==> src/rtl/var_delay_line_pkg.sv <==
// -----------------------------------------------------------------------------
// var_delay_line_pkg
// Shared constants and helpers for the programmable sample delay line.
//   DATA_W    : default sample width (two's complement)
//   DELAY_MAX : default number of buffer entries (power of two, >= 2)
//   clog2()   : ceiling log2, used to size the depth input, pointers and
//               the fill counter
// -----------------------------------------------------------------------------
package var_delay_line_pkg;

    localparam int DATA_W    = 11;
    localparam int DELAY_MAX = 16;

    // Smallest r with 2**r >= value; returns 0 for value <= 1.
    function automatic int clog2(input int value);
        int r;
        r = 0;
        while ((1 << r) < value) begin
            r = r + 1;
        end
        return r;
    endfunction

endpackage

==> src/rtl/var_delay_line_circ_buf_ram.sv <==
// -----------------------------------------------------------------------------
// var_delay_line_circ_buf_ram
// Circular sample store for var_delay_line: DEPTH x W, one synchronous write
// port and one asynchronous read port, so it maps onto distributed RAM.
// Contents are deliberately not reset.
//   clk   : rising-edge clock for the write port
//   we    : write enable
//   waddr : write address
//   wdata : write data
//   raddr : read address (combinational read)
//   rdata : read data, reflects the contents before a same-cycle write
// -----------------------------------------------------------------------------
module var_delay_line_circ_buf_ram #(
    parameter int W      = 11,
    parameter int DEPTH  = 16,
    parameter int ADDR_W = 4
) (
    input  logic              clk,
    input  logic              we,
    input  logic [ADDR_W-1:0] waddr,
    input  logic [W-1:0]      wdata,
    input  logic [ADDR_W-1:0] raddr,
    output logic [W-1:0]      rdata
);

    logic [W-1:0] mem [DEPTH];

    always_ff @(posedge clk) begin
        if (we) begin
            mem[waddr] <= wdata;
        end
    end

    // Asynchronous read: when raddr == waddr the old entry is returned, which
    // is exactly the full-depth (d = DEPTH) case of the delay line.
    assign rdata = mem[raddr];

endmodule

==> src/rtl/var_delay_line.sv <==
// -----------------------------------------------------------------------------
// var_delay_line
// Programmable-depth delay for a signed sample stream. Each accepted sample
// (i_valid=1) is written into a circular buffer; the sample accepted d samples
// earlier is registered onto odata, with d = min(depth, MAX_DEPTH). The delay
// counts accepted samples, not clock cycles. depth=0 degenerates to a plain
// single-stage register.
//   clk     : rising-edge clock
//   rst_n   : asynchronous active-low reset (clears output, pointer, fill)
//   i_valid : idata carries a new sample this cycle
//   idata   : signed input sample, N bits
//   depth   : requested delay in samples, sampled every cycle, saturates
//   odata   : delayed sample, registered, holds between strobes
//   o_valid : one-cycle strobe marking a valid delayed sample on odata
// -----------------------------------------------------------------------------
module var_delay_line
    import var_delay_line_pkg::*;
#(
    parameter int N         = DATA_W,
    parameter int MAX_DEPTH = DELAY_MAX,
    parameter int D_W       = clog2(DELAY_MAX + 1)
) (
    input  logic           clk,
    input  logic           rst_n,
    input  logic           i_valid,
    input  logic [N-1:0]   idata,
    input  logic [D_W-1:0] depth,
    output logic [N-1:0]   odata,
    output logic           o_valid
);

    // Pointer wraps naturally at MAX_DEPTH; the fill counter must reach
    // MAX_DEPTH itself, hence one extra bit.
    localparam int PTR_W = clog2(MAX_DEPTH);
    localparam int CNT_W = clog2(MAX_DEPTH + 1);

    logic [PTR_W-1:0] wr_ptr_reg;
    logic [CNT_W-1:0] fill_reg;
    logic [N-1:0]     odata_reg;
    logic             o_valid_reg;

    logic [CNT_W-1:0] eff_depth;
    logic [PTR_W-1:0] rd_addr;
    logic [N-1:0]     rd_data;
    logic             history_ok;
    logic             fill_full;

    // Saturate rather than wrap: an oversized request means "as deep as
    // the buffer allows".
    always_comb begin
        eff_depth = CNT_W'(MAX_DEPTH);
        if (depth <= D_W'(MAX_DEPTH)) begin
            eff_depth = CNT_W'(depth);
        end
    end

    // For d = MAX_DEPTH the low pointer bits of d are zero, so the read hits
    // the slot about to be overwritten -- the oldest stored sample.
    assign rd_addr    = wr_ptr_reg - eff_depth[PTR_W-1:0];
    assign history_ok = (fill_reg >= eff_depth);
    assign fill_full  = (fill_reg == CNT_W'(MAX_DEPTH));

    var_delay_line_circ_buf_ram #(
        .W      (N),
        .DEPTH  (MAX_DEPTH),
        .ADDR_W (PTR_W)
    ) u_circ_buf_ram (
        .clk   (clk),
        .we    (i_valid),
        .waddr (wr_ptr_reg),
        .wdata (idata),
        .raddr (rd_addr),
        .rdata (rd_data)
    );

    always_ff @(posedge clk or negedge rst_n) begin
        if (!rst_n) begin
            wr_ptr_reg  <= '0;
            fill_reg    <= '0;
            odata_reg   <= '0;
            o_valid_reg <= 1'b0;
        end else begin
            o_valid_reg <= 1'b0;
            if (i_valid) begin
                wr_ptr_reg <= wr_ptr_reg + PTR_W'(1);
                if (!fill_full) begin
                    fill_reg <= fill_reg + CNT_W'(1);
                end
                if (history_ok) begin
                    // d = 0 bypasses the buffer: the current sample is the
                    // "delayed" one.
                    odata_reg   <= (eff_depth == '0) ? idata : rd_data;
                    o_valid_reg <= 1'b1;
                end else begin
                    odata_reg   <= '0;
                end
            end
        end
    end

    assign odata   = odata_reg;
    assign o_valid = o_valid_reg;

endmodule

==> config.mk <==
export PLATFORM = sky130hd
export DESIGN_NAME = var_delay_line
export DESIGN_NICKNAME = d
export VERILOG_FILES = /design/src/rtl/var_delay_line_pkg.sv /design/src/rtl/var_delay_line_circ_buf_ram.sv /design/src/rtl/var_delay_line.sv
export SDC_FILE = /design/constraint.sdc
export NUM_CORES = 1
export LEC_CHECK = 0
export CORE_ASPECT_RATIO = 1.4
export CORE_MARGIN = 1
export CORE_UTILIZATION = 45
export CTS_BUF_LIST = sky130_fd_sc_hd__clkbuf_2 sky130_fd_sc_hd__clkbuf_4 sky130_fd_sc_hd__clkbuf_8
export DETAILED_ROUTE_END_ITERATION = 6
export MAX_ROUTING_LAYER = met4
export PLACE_DENSITY = 0.64
export SYNTH_ARGS = -nofsm -noshare
export SYNTH_HDL_FRONTEND = slang
export SYNTH_HIERARCHICAL = 1
export SYNTH_SLANG_ARGS = --single-unit
==> constraint.sdc <==
create_clock -name clk -period 3.08 [get_ports clk]
set_input_delay 0.462 -clock clk [delete_from_list [all_inputs] [get_ports clk]]
set_output_delay 0.462 -clock clk [all_outputs]
set_load 0.01 [all_outputs]
==> metrics <==
run status completed; Clock Root Buffer clkbuf_8; Post-Syn Area per Cell between 15 and 20 µm²; largest net degree at the start of global routing 23; Worst-Skew Late Latency 0.48 ns; area of all placed cells without fillers 9420 µm²; Syn. warnings 6; layout cell share with drive strength beyond 1 about a quarter; buffers inserted by post-CTS timing repair 0; synthesized instance count 409; count of flip-flops with a built-in enable after synthesis roughly 180; non-filler instance count after layout 740; detailed-route DRC error count 0; relative max-transition margin 32.8%; count of port buffers added during placement 30; number of distinct library cells after synthesis 41; antenna violations before repair 0; Inserted Clock Buffers 17; Critical Setup Path Class primary input to flip-flop; clock-pin transition on the worst setup and hold timing paths approximately 0.10 ns; grt met2 use approximately a third; cell area after synthesis ~8100 µm²; max-capacitance violation count 0; Worst setup SP type primary input; endpoint class of the critical path flip-flop; number of global-route vias before repair 4,255; worst hold path type primary input to async pin; number of core rows 57; final worst-path cycle share roughly 94%; power density of the placed cells 921 nW/µm²; count of TritonRoute iterations in the first routing pass 4; met1 track demand over resource ~22%; post-route ant nets 0; most common cell in the netlist edfxtp_1; global-route wire length before repair between 20,000 and 25,000 µm; Final HPWL DP roughly 11,000 µm; die span in y around 160 µm; final hold vios 0; Antenna diodes 0; Starting Density a little under half; total cell area at the placement stage roughly 9000 µm²; synthesized net count 440; Period minus WS final between 2 and 3 ns; peak ir drop on the vdd network 359 µV; CP Max Fanout 20; actual transition at the worst max-transition pin between 1 and 1.5 ns; flop and latch count out of synthesis between 150 and 200; number of DRC markers in iteration 0 roughly 220; die area 18,500 µm²; met3 Use GR under 10%; # resized after CTS 0; sequential-to-total area share from yosys stat 71.8%; floorplan core area ~17,000 µm²; Worst Path Arrival about 3.3 ns; proportion of register bits with asynchronous set or reset after synthesis 10.7%; NumNets Final 522; layout overhead on the synthesized area 16.3%; H-tree depth 4; RePlAce Congestion 0.747; flip-flop count of the largest register, all copies and words added roughly 180; Max Buffers Root-to-Sink 2; detailed-route wire length per cell between 20 and 25 µm; count of hold buffers inserted by post-cts repair 0; ranking of synthesized cells by instance count edfxtp_1, mux4_2, nand2_1; number of sinks driven by the clock tree slightly below 200; number of vias in the routed layout about 4,000; Fmax achieved about 0.35 GHz; worst hold slack across all endpoints roughly 0.53 ns; Finished Core Util 53.9%; number of max-slew violations in the final report 0; largest clock skew in the final design ~0.011 ns; layer carrying the most global-route usage met2; via density per instance 5.44; portion of synthesized cell area occupied by the leading cell type between 60 and 70%; final-report setup violation count 0; setup repair after global routing missed its margin false; data required time at the worst endpoint about 3.4 ns; aggregate global-route resource usage a little under a fifth; horizontal die dimension 115 µm; leakage dissipation between 3 and 4 nW; area leader, netlist edfxtp_1; total congestion overflow 0; Synth area leaders edfxtp_1, mux4_1, dfrtp_1, mux4_2, a22oi_1; main flop type after synthesis edfxtp_1; CTS tree built; num ports 31; Final Routed Wirelength between 15,000 and 20,000 µm; placed instance count approximately 710
## layout by cell type (no fill, tap or decap), types with 3 or more instances in the layout
cell / n
inv_1: 18
mux4_2: 23
mux2i_1: 11
xnor2_1: 6
buf_4: 44
buf_12: 7
ha_1: 11
clkinv_4: 4
clkdlybuf4s50_1: 30
nand4_1: 3
nand2_1: 23
clkbuf_8: 17
o22ai_2: 10
edfxtp_1: 176
a22oi_1: 22
mux4_1: 21
dfrtp_1: 21
nor2_1: 14
xor2_1: 3
inv_6: 4
## routing by layer
layer,part of all wire [%],wire length (µm)
met1,41,6370
met2,55,8410
met3,2.5,390
met4,1.6,249
met5,0,0
## critical path, cell delays in order
cell and delay, ns:
clkdlybuf4s50_1 0.48, nor2b_1 0.19, ha_1 0.17, inv_1 0.06, fa_2 0.57, buf_12 0.18
buf_4 0.17, mux4_1 0.31, a22oi_1 0.22, nand2_1 0.08, mux2i_1 0.26, o22ai_2 0.09
## final cells by class
type	count	area, µm²
fillers	1379	8050
flip-flops and latches	197	5810
multi-input cells	175	2070
repair buffers	81	771
well taps	236	295
clock buffers	17	234
clock inverters	15	168
inverters	19	71.3
## final timing paths
kind | startpoint | endpoint | slack [ns] | cells past startpoint
min in group clk | fill_reg[4] | fill_reg[4] | 0.53 | 1
hold / removal | rst_n | fill_reg[4] | 0.53 | 1
hold reg to reg | fill_reg[4] | fill_reg[4] | 0.53 | 1
setup reg to reg | wr_ptr_reg[0] | odata[2] | 0.43 | 11
max in group asynchronous | rst_n | odata[4] | 1.94 | 1
setup / recovery | depth[0] | odata[2] | 0.19 | 12
## logic make-up after synthesis
family	count (synthesis)	synth area share [%]
buffers and inverters	37	2.83
AO/OA/AOI/OAI	41	4.33
adder cells (fa/ha/maj)	12	1.95
AND/OR/NAND/NOR	56	3.31
flip-flops	197	71.8
XOR/XNOR	9	0.974
multiplexers	57	14.9
## per-stage QoR
step / power, W / setup WS [ns] / setup TNS [ns]
3_3_place_gp: 0.00708 / -0.273 / -2.24
4_1_cts: 0.00876 / 0.224 / 0
5_1_grt: 0.00912 / 0.0258 / 0
3_5_place_dp: 0.00714 / -0.276 / -2.33
6_report: 0.00867 / 0.194 / 0
2_1_floorplan: 0.00574 / 0.480 / 0
## where the power goes
part           internal [W]  switching (W)
Clock              0.000676       0.000956
Sequential          0.00327       0.000148
Combinational       0.00183        0.00180
Total               0.00577        0.00290
Power figures use the tool's default switching activity.
